==> src/rtl/console_seq.sv <==
// Console sequencer: decodes com-link command phases and drives the configure, trigger and
// conversion/send handshakes of one collect board. Define CONSOLE_SEQ_FRAME_CNT_EN for frame_cnt.
module console_seq #(
   parameter int unsigned NUM_CH  = 4,
   parameter int unsigned IDX_NUM = 6,
   parameter int unsigned IDX_W   = 4,
   parameter int unsigned TMO_CYC = 65535,
   parameter int unsigned TMO_W   = 16
) (
   input  logic              clk,
   input  logic              rst,
   input  logic [1:0]        com_state,
   input  logic              fs_read,
   output logic              fd_read,
   output logic              fs_conf,
   input  logic              fd_conf,
   output logic              fs_trgg,
   input  logic              fd_trgg,
   input  logic              tick,
   output logic              fs_conv,
   input  logic [NUM_CH-1:0] fd_conv,
   output logic              fs_send,
   input  logic              fd_send,
   output logic [IDX_W-1:0]  data_idx,
   output logic              err_tmo,
   output logic [7:0]        ovr_cnt,
   output logic [15:0]       frame_cnt
);

   localparam logic [10:0] StMainIdle = 11'b000_0000_0001;
   localparam logic [10:0] StMainWait = 11'b000_0000_0010;
   localparam logic [10:0] StMainDone = 11'b000_0000_0100;
   localparam logic [10:0] StConfWait = 11'b000_0000_1000;
   localparam logic [10:0] StConfWork = 11'b000_0001_0000;
   localparam logic [10:0] StConfDone = 11'b000_0010_0000;
   localparam logic [10:0] StConvIdle = 11'b000_0100_0000;
   localparam logic [10:0] StConvWait = 11'b000_1000_0000;
   localparam logic [10:0] StConvWork = 11'b001_0000_0000;
   localparam logic [10:0] StConvTake = 11'b010_0000_0000;
   localparam logic [10:0] StConvDone = 11'b100_0000_0000;

   localparam logic [IDX_W-1:0] IdxLast = IDX_W'(IDX_NUM - 1);
   localparam bit               TmoEn   = (TMO_CYC != 0);
   localparam logic [TMO_W-1:0] TmoLast = TmoEn ? TMO_W'(TMO_CYC - 1) : '0;

   logic [10:0]      state_q, state_d;
   logic [1:0]       tick_b;
   logic             tick_rise;
   logic [NUM_CH:0]  mask_q, mask_d, done_now;
   logic             all_done;
   logic [TMO_W-1:0] tmo_q, tmo_d;
   logic             tmo_hit;
   logic             in_work;
   logic             abort;
   logic             trgg_q, trgg_d;
   logic [IDX_W-1:0] idx_q, idx_d;
   logic             err_q, err_d;
   logic [7:0]       ovr_q, ovr_d;

   assign tick_rise = (tick_b == 2'b01);

   // Latched done bits plus this cycle's inputs, so a take finishing in its entry cycle
   // leaves after one cycle.
   assign done_now = mask_q | {fd_send, fd_conv};
   assign all_done = &done_now;

   assign in_work = (state_q == StConfWork) || (state_q == StConvTake);
   assign tmo_hit = TmoEn && (tmo_q == TmoLast);

   always_comb begin
      abort = 1'b0;
      if (tmo_hit) begin
         if ((state_q == StConfWork) && !fd_conf) abort = 1'b1;
         if ((state_q == StConvTake) && !all_done) abort = 1'b1;
      end
   end

   always_comb begin
      state_d = state_q;
      case (state_q)
         StMainIdle: state_d = StMainWait;
         StMainWait: begin
            if (fs_read) begin
               case (com_state)
                  2'b01:   state_d = StConfWait;
                  2'b10:   state_d = StConvIdle;
                  default: state_d = StMainDone;
               endcase
            end
         end
         StMainDone: if (!fs_read) state_d = StMainWait;
         StConfWait: if (!fs_read) state_d = StConfWork;
         StConfWork: begin
            if (fd_conf)    state_d = StConfDone;
            else if (abort) state_d = StMainWait;
         end
         StConfDone: state_d = StMainWait;
         StConvIdle: state_d = StConvWait;
         StConvWait: if (!fs_read) state_d = StConvWork;
         StConvWork: begin
            if (tick_rise)    state_d = StConvTake;
            else if (fs_read) state_d = StMainWait;
         end
         StConvTake: begin
            if (all_done)   state_d = StConvDone;
            else if (abort) state_d = StMainWait;
         end
         StConvDone: state_d = com_state[1] ? StConvWork : StMainWait;
         default:    state_d = StMainIdle;
      endcase
   end

   always_comb begin
      mask_d = (state_q == StConvTake) ? done_now : '0;

      if (state_d != state_q) tmo_d = '0;
      else if (in_work)       tmo_d = tmo_q + 1'b1;
      else                    tmo_d = '0;

      if (state_q == StConvIdle) trgg_d = 1'b1;
      else if (fd_trgg)          trgg_d = 1'b0;
      else                       trgg_d = trgg_q;

      idx_d = idx_q;
      if ((state_q == StMainIdle) || (state_q == StConvIdle)) begin
         idx_d = '0;
      end else if (state_q == StConvDone) begin
         idx_d = (idx_q == IdxLast) ? '0 : idx_q + 1'b1;
      end

      err_d = err_q;
      if (abort)                      err_d = 1'b1;
      else if (state_q == StConfDone) err_d = 1'b0;

      // A tick landing while a take is still busy is counted and dropped.
      ovr_d = ovr_q;
      if (tick_rise && ((state_q == StConvTake) || (state_q == StConvDone)) && (ovr_q != 8'hff)) begin
         ovr_d = ovr_q + 8'd1;
      end
   end

   always_ff @(posedge clk) begin
      if (rst) begin
         state_q <= StMainIdle;
         tick_b  <= 2'b00;
         mask_q  <= '0;
         tmo_q   <= '0;
         trgg_q  <= 1'b0;
         idx_q   <= '0;
         err_q   <= 1'b0;
         ovr_q   <= 8'd0;
      end else begin
         state_q <= state_d;
         tick_b  <= {tick_b[0], tick};
         mask_q  <= mask_d;
         tmo_q   <= tmo_d;
         trgg_q  <= trgg_d;
         idx_q   <= idx_d;
         err_q   <= err_d;
         ovr_q   <= ovr_d;
      end
   end

`ifdef CONSOLE_SEQ_FRAME_CNT_EN
   logic [15:0] frame_q;

   always_ff @(posedge clk) begin
      if (rst || (state_q == StConvIdle)) begin
         frame_q <= 16'h0000;
      end else if ((state_q == StConvDone) && (idx_q == IdxLast)) begin
         frame_q <= frame_q + 16'd1;
      end
   end

   assign frame_cnt = frame_q;
`else
   assign frame_cnt = 16'h0000;
`endif

   assign fd_read  = (state_q == StConfWait) || (state_q == StConvWait) || (state_q == StMainDone);
   assign fs_conf  = (state_q == StConfWork);
   assign fs_conv  = (state_q == StConvTake);
   assign fs_send  = (state_q == StConvTake);
   assign fs_trgg  = trgg_q;
   assign data_idx = idx_q;
   assign err_tmo  = err_q;
   assign ovr_cnt  = ovr_q;

endmodule

==> config.mk <==
export PLATFORM = sky130hd
export DESIGN_NAME = console_seq
export DESIGN_NICKNAME = d
export VERILOG_FILES = /design/src/rtl/console_seq.sv
export SDC_FILE = /design/constraint.sdc
export NUM_CORES = 1
export LEC_CHECK = 0
export CAP_MARGIN = 20
export CELL_PAD_IN_SITES_DETAIL_PLACEMENT = 0
export CELL_PAD_IN_SITES_GLOBAL_PLACEMENT = 1
export CORE_ASPECT_RATIO = 1.1
export CORE_UTILIZATION = 31
export CTS_CLUSTER_SIZE = 30
export DETAILED_ROUTE_END_ITERATION = 10
export GPL_TIMING_DRIVEN = 0
export HOLD_SLACK_MARGIN = 0.03
export PLACE_DENSITY = 0.64
export SLEW_MARGIN = 20
export SYNTH_ARGS = -nofsm -noshare
export SYNTH_HDL_FRONTEND = slang
export SYNTH_SLANG_ARGS = --single-unit
==> constraint.sdc <==
create_clock -name clk -period 2.9 [get_ports clk]
set_input_delay 0.58 -clock clk [delete_from_list [all_inputs] [get_ports clk]]
set_output_delay 0.58 -clock clk [all_outputs]
set_load 0.01 [all_outputs]
==> metrics, run 1 <==
Worst-path clk slew=around 0.10 ns; Synth Instances=284; DP HPWL=3.86 mm; Int Pwr=between 1000 and 1500 uW; Post-synth EDFFs=0; yosys warns=0; critical path required time=2.32 ns; CP Class=reg -> out; Comb pwr share=9.3%; total track usage=13.4%; Power Density=428 mW/mm2; Post-synth ARST share=0%; Power Total=around 1300 uW; H-tree lvl count=2; initial antenna violation count=0; endpoints failing setup=0; P_sw=308 uW; gpl congestion=0.838; residual DRC count=0; Die Y=94.9 um; post-synthesis sequential area ratio=39.5%; status=finished clean; Final Max Tran Viols=0; cells along the critical path=clkbuf_1, nor3_2, and3_1, nand3_1, inv_1, clkdlybuf4s50_1; Die Span X=86.5 um; clk sink count=48; Min-Delay Path Depth=2; register bit total from synthesis=48; Boundary Pins=47; ANT nets after route=0; die area=0.00820 mm2; vias=~2,000; Tightest Pin Transition=0.788 ns; fin crit period=2.78 ns; data arrival time of the worst path=around 2.2 ns; root buf cell=clkbuf_8; Worst setup SP type=register; peak supply drop=171 uV; Hold Crit Start=mask_q[2]; Mean Syn Cell Area=8.56 um2; ANT cells=0; period utilization=95.7%; 1st-pass router iterations=4; Syn Std Cell Area=0.00243 mm2; fmax=360 MHz; worst rel slew slack=46.7%; Main synth FF type=dfxtp_1; worst skew pair latency=0.31 ns; FF-to-FF setup slack=around 0.35 ns; Core Footprint=0.00751 mm2; switch share=23.5%; fraction of layout cells with a size suffix above 1=11.8%; max_cap viols=0; CP Capture Type=output port; total wire length=5.22 mm; Clk pwr share=39.3%; Site Rows=33; reg2reg end=tmo_q[9]; # fillers=781; worst clock skew=0.0119 ns; cts hold-fix bufs=0; largest net degree at the start of global routing=16; worst hold path class=reg -> reg; Num CTS Buffers=5; Leakage=0.00114 uW; Max clock buf depth=2; P&R area growth vs syn=26.0%; first-pass GRT wire length=8.62 mm; WHS=roughly 0.46 ns; DR vias/cell=roughly 4.6; Worst path max stage delay=approximately 0.53 ns; per-cell routed wire length=about 12 um; CTS tree=built; Final Hold Violating Endpoints=0; Crit Path Max Fanout=10; number of I/O port buffers=30; number of global-route vias before repair=1,853; R2R cell count=8; sequential share of power=51.5%; Worst Hold Path EP=mask_q[2]; starting density of the core=32.4%; nets=approximately 360; grt ovf=0; worst reg2reg startpoint=state_q[3]; synth unique cells=48; critical path launch point=state_q[10]; slowest stage cell, crit path=clkdlybuf4s50_1; initial drt markers=approximately 170
-- layer usage --
metal | up-vias | global-route usage [%] | wire length (um)
li1 | 1056 | - | -
met1 | 917 | 17.1 | 2510
met2 | 41 | 22.2 | 2450
met3 | 7 | 2.97 | 184
met4 | 0 | 4.72 | 71
met5 | - | 0 | 0
-- worst max-delay path by stage --
stage / to
CTS: fs_conf
global route: fd_read
floorplan: tmo_q[10]
finish: fd_read
global placement: tmo_q[8]
detailed placement: tmo_q[9]
-- power by group through the flow --
| stage | clock network (uW) | logic [uW] | registers [uW] |
|---|---|---|---|
| 2_1_floorplan | 0 | 83.3 | 687 |
| 3_3_place_gp | 0 | 120 | 691 |
| 3_5_place_dp | 0 | 119 | 690 |
| 4_1_cts | 536 | 119 | 675 |
| 5_1_grt | 563 | 132 | 678 |
| 6_report | 515 | 122 | 676 |
-- synthesized netlist by cell type, types with 3 or more instances --
cell type  instances  area share, %
nor2_1            51            7.9
clkbuf_1           6           0.93
nor2b_1            4            1.0
nand4_1            9            2.3
inv_1             12            1.9
nand3_1           10            2.1
nand2b_1           5            1.3
nand2_1           11            1.7
and4_1             3            1.1
nor4b_1            3            1.1
ha_1               5            2.6
xnor2_1           10            3.6
and3_1             5            1.3
nor3_1            10            2.1
xor2_1            17            6.1
buf_4             17            5.2
nor4_1             5            1.3
a21oi_1           12            2.5
dfxtp_1           48             40
o21ai_0            4           0.82
-- cells by family after synthesis --
kind of cell	share of synthesized area, %
buffers and inverters	8.90
adder cells (fa/ha/maj)	2.57
XOR/XNOR	9.72
AND/OR/NAND/NOR	28.5
other	0.154
flip-flops	39.5
AO/OA/AOI/OAI	9.83
multiplexers	0.823
-- cell usage in the layout, fill, tap and decap left out, drive strengths merged, types with 2 or more instances in the layout --
master and n:
a21oi 12, a22o 2, and2 2, and3 5, and4 3, buf 21
clkbuf 12, clkdlybuf4s50 28, conb 16, dfxtp 48, ha 5, inv 12
mux2i 2, nand2 11, nand2b 5, nand3 10, nand4 9, nor2 51
nor2b 4, nor3 10, nor4 8, nor4b 3, o211ai 2, o21a 2
o21ai 5, o31ai 2, or4 3, or4b 2, xnor2 10, xor2 17
-- final cells by class --
cell class / instances / area, um2 / area share [%]
inverters: 12 / 45.0 / 1.47
clock inverters: 2 / 38.8 / 1.27
multi-input cells: 213 / 1330 / 43.3
well taps: 105 / 131 / 4.29
plain buffers: 26 / 171 / 5.59
flip-flops and latches: 48 / 961 / 31.3
clock buffers: 6 / 82.6 / 2.69
repair buffers: 31 / 309 / 10.1
-- state kept, by name (all words and copies together), names as in the netlist --
register / flops
tmo_q: 16
state_q: 11
ovr_cnt: 8
mask_q: 5
data_idx: 4
tick_b: 2
err_tmo: 1
fs_trgg: 1
-- what timing repair did --
action / in CTS / in global routing
pin swaps: 1 / 1
resized for setup: 2 / 3
buffers inserted: 0 / 1
setup endpoints to repair: 2 / 3
-- critical path: cells and delay by family (launching register included) --
kind | cells | cell delay, ns
buf+inv | 3 | 0.86
simple gates | 3 | 0.73
flops | 1 | 0.31
-- through the flow --
stage	TNS [ns]	setup slack [ns]	cell area, um2	util (%)	cells
2_1_floorplan	0	0.629	2490	-	299
3_3_place_gp	-0.409	-0.0437	2920	38.9	434
3_5_place_dp	0	0.0113	2920	38.9	434
4_1_cts	0	0.0294	3040	40.5	442
5_1_grt	-0.0147	-0.0147	3070	40.8	443
6_report	0	0.124	3070	40.8	443
No activity file was read; power rests on OpenSTA's default activity.
==> inputs of run 2 (changes only) <==
--- a/config.mk
+++ b/config.mk
@@ -5,7 +5,6 @@
 export SDC_FILE = /design/constraint.sdc
 export NUM_CORES = 1
 export LEC_CHECK = 0
-export CAP_MARGIN = 20
 export CELL_PAD_IN_SITES_DETAIL_PLACEMENT = 0
 export CELL_PAD_IN_SITES_GLOBAL_PLACEMENT = 1
 export CORE_ASPECT_RATIO = 1.1
==> results of run 2 <==
No change in the layout: final DEF, timing and power equal those of run 1.
==> inputs of run 3 (changes only) <==
--- a/config.mk
+++ b/config.mk
@@ -13,7 +13,7 @@
 export DETAILED_ROUTE_END_ITERATION = 10
 export GPL_TIMING_DRIVEN = 0
 export HOLD_SLACK_MARGIN = 0.03
-export PLACE_DENSITY = 0.64
+export PLACE_DENSITY = 0.63
 export SLEW_MARGIN = 20
 export SYNTH_ARGS = -nofsm -noshare
 export SYNTH_HDL_FRONTEND = slang
==> run 3 against run 2 <==
Combinational power is essentially flat. Cell count unchanged. Die area is the same. Clock skew fell by 0.0072 ns. Global-route usage grew 0.27 points. Count of clock-buffer cells in the layout grew 1. Core utilization increased by 0.23 points. Worst setup slack lost 0.064 ns.
==> metrics, run 3 (same netlist as run 1, synthesis figures left out) <==
status=finished clean; per-cell routed wire length=between 10 and 15 um; starting density of the core=roughly a third; CP Capture Type=output port; Tightest Pin Transition=0.834 ns; Core Footprint=0.00751 mm2; max_cap viols=0; CTS tree=built; P&R area growth vs syn=26.7%; H-tree lvl count=2; most flop-heavy register=tmo_q; R2R cell count=8; worst clock skew=0.00473 ns; initial antenna violation count=0; switch share=22.7%; worst setup margin=~0.061 ns; Clk pwr share=39.9%; endpoints failing setup=0; crit path to=fs_send; Final Max Tran Viols=0; total wire length=5.27 mm; Final Hold Violating Endpoints=0; cts hold-fix bufs=0; pre-CTS setup slack=about 0.0088 ns; Worst-path clk slew=around 0.09 ns; total track usage=13.7%; fraction of layout cells with a size suffix above 1=between 10% and 20%; 1st-pass router iterations=4; fmax=~350 MHz; residual DRC count=0; Crit Path Max Fanout=7; sequential share of power=between 50% and 60%; P_sw=303 uW; Storage cell area=around 970 um2; reg2reg end=tmo_q[9]; largest net degree at the start of global routing=15; gpl congestion=0.867; critical path launch point=state_q[0]; RSZ-0062 raised after global routing=yes; worst reg2reg startpoint=state_q[0]; nets=355; Leakage=approximately 0.0011 uW; number of global-route vias before repair=1,901; Die Span X=86.5 um; Max clock buf depth=2; Min-Delay Path Depth=2; worst rel slew slack=43.6%; cell total after placement=roughly 430; Int Pwr=1030 uW; FF-to-FF setup slack=0.30 ns; Num CTS Buffers=5; Power Total=1330 uW; root buf cell=clkbuf_8; WHS=0.457 ns; die area=around 0.0082 mm2; worst hold path class=reg -> reg; area of the multi-input gates=0.00133 mm2; Die Y=94.9 um; critical path required time=2.32 ns; Power Density=around 430 mW/mm2; grt ovf=0; # fillers=799; fin crit period=2.84 ns; Worst setup SP type=register; number of I/O port buffers=30; first-pass GRT wire length=8.74 mm; ANT nets after route=0; Boundary Pins=47; ANT cells=0; DR vias/cell=between 4 and 5; peak supply drop=203 uV; CP Class=reg -> out; worst skew pair latency=around 0.30 ns; Comb pwr share=9.3%; max FFs per register=16; initial drt markers=150; leading cell type in the layout, fill and taps excluded=nor2_1; Site Rows=33; Non-Filler Instances=443; Layout Utilization=about 41%; clk sink count=48; DP HPWL=3.88 mm; data arrival time of the worst path=2.26 ns; period utilization=97.9%; vias=2,052; most frequent cells in the layout=51 x nor2_1, 45 x dfxtp_1, 30 x clkdlybuf4s50_1
## run 3: power groups by stage
| stage | sequential [uW] | combinational (uW) | clock, uW |
|---|---|---|---|
| after floorplan | 687 | 83.3 | 0 |
| after global placement | 691 | 120 | 0 |
| after detailed placement | 690 | 119 | 0 |
| after CTS | 675 | 120 | 552 |
| after global routing | 679 | 137 | 574 |
| final | 677 | 125 | 533 |
## run 3: what timing repair did
action / CTS / global route
setup endpoints to repair: 4 / 2
setup buffers: 1 / 1
pin swaps: 1 / 2
gates resized for setup: 3 / 7
cloned: 0 / 0
hold endpoints to repair: 0 / 0
## run 3: worst min path at each step
stage	startpoint	to
after floorplan	mask_q[2]	mask_q[2]
after global placement	mask_q[1]	mask_q[1]
after detailed placement	mask_q[2]	mask_q[2]
after CTS	mask_q[2]	mask_q[2]
after global routing	mask_q[2]	mask_q[2]
final	mask_q[2]	mask_q[2]
## run 3: layer usage
| layer | track usage, % | wire length [um] | vias to the layer above |
|---|---|---|---|
| met5 | 0 | 0 | - |
| met4 | 5.56 | 123 | 0 |
| met3 | 3.23 | 216 | 13 |
| met2 | 22.4 | 2370 | 51 |
| met1 | 17.3 | 2560 | 920 |
| li1 | - | - | 1068 |
## run 3: area by class of cell
class,count,area share [%]
well taps,105,4.26
clock inverters,1,0.974
plain buffers,25,5.56
clock buffers,7,3.12
repair buffers,32,10.2
flip-flops and latches,48,31.4
multi-input cells,213,43.0
inverters,12,1.46
## run 3: critical path, cell delays in order (launching register included)
cell,delay (ns)
dfxtp_4,0.38
or4_4,0.59
nor4_4,0.31
buf_4,0.16
clkdlybuf4s50_1,0.52
## run 3: metrics by stage
| step | TNS [ns] | cell area [um2] |
|---|---|---|
| finish | 0 | 3080 |
| detailed placement | 0 | 2920 |
| global placement | -0.296 | 2920 |
| global route | -0.0351 | 3080 |
| CTS | 0 | 3070 |
| floorplan | 0 | 2490 |
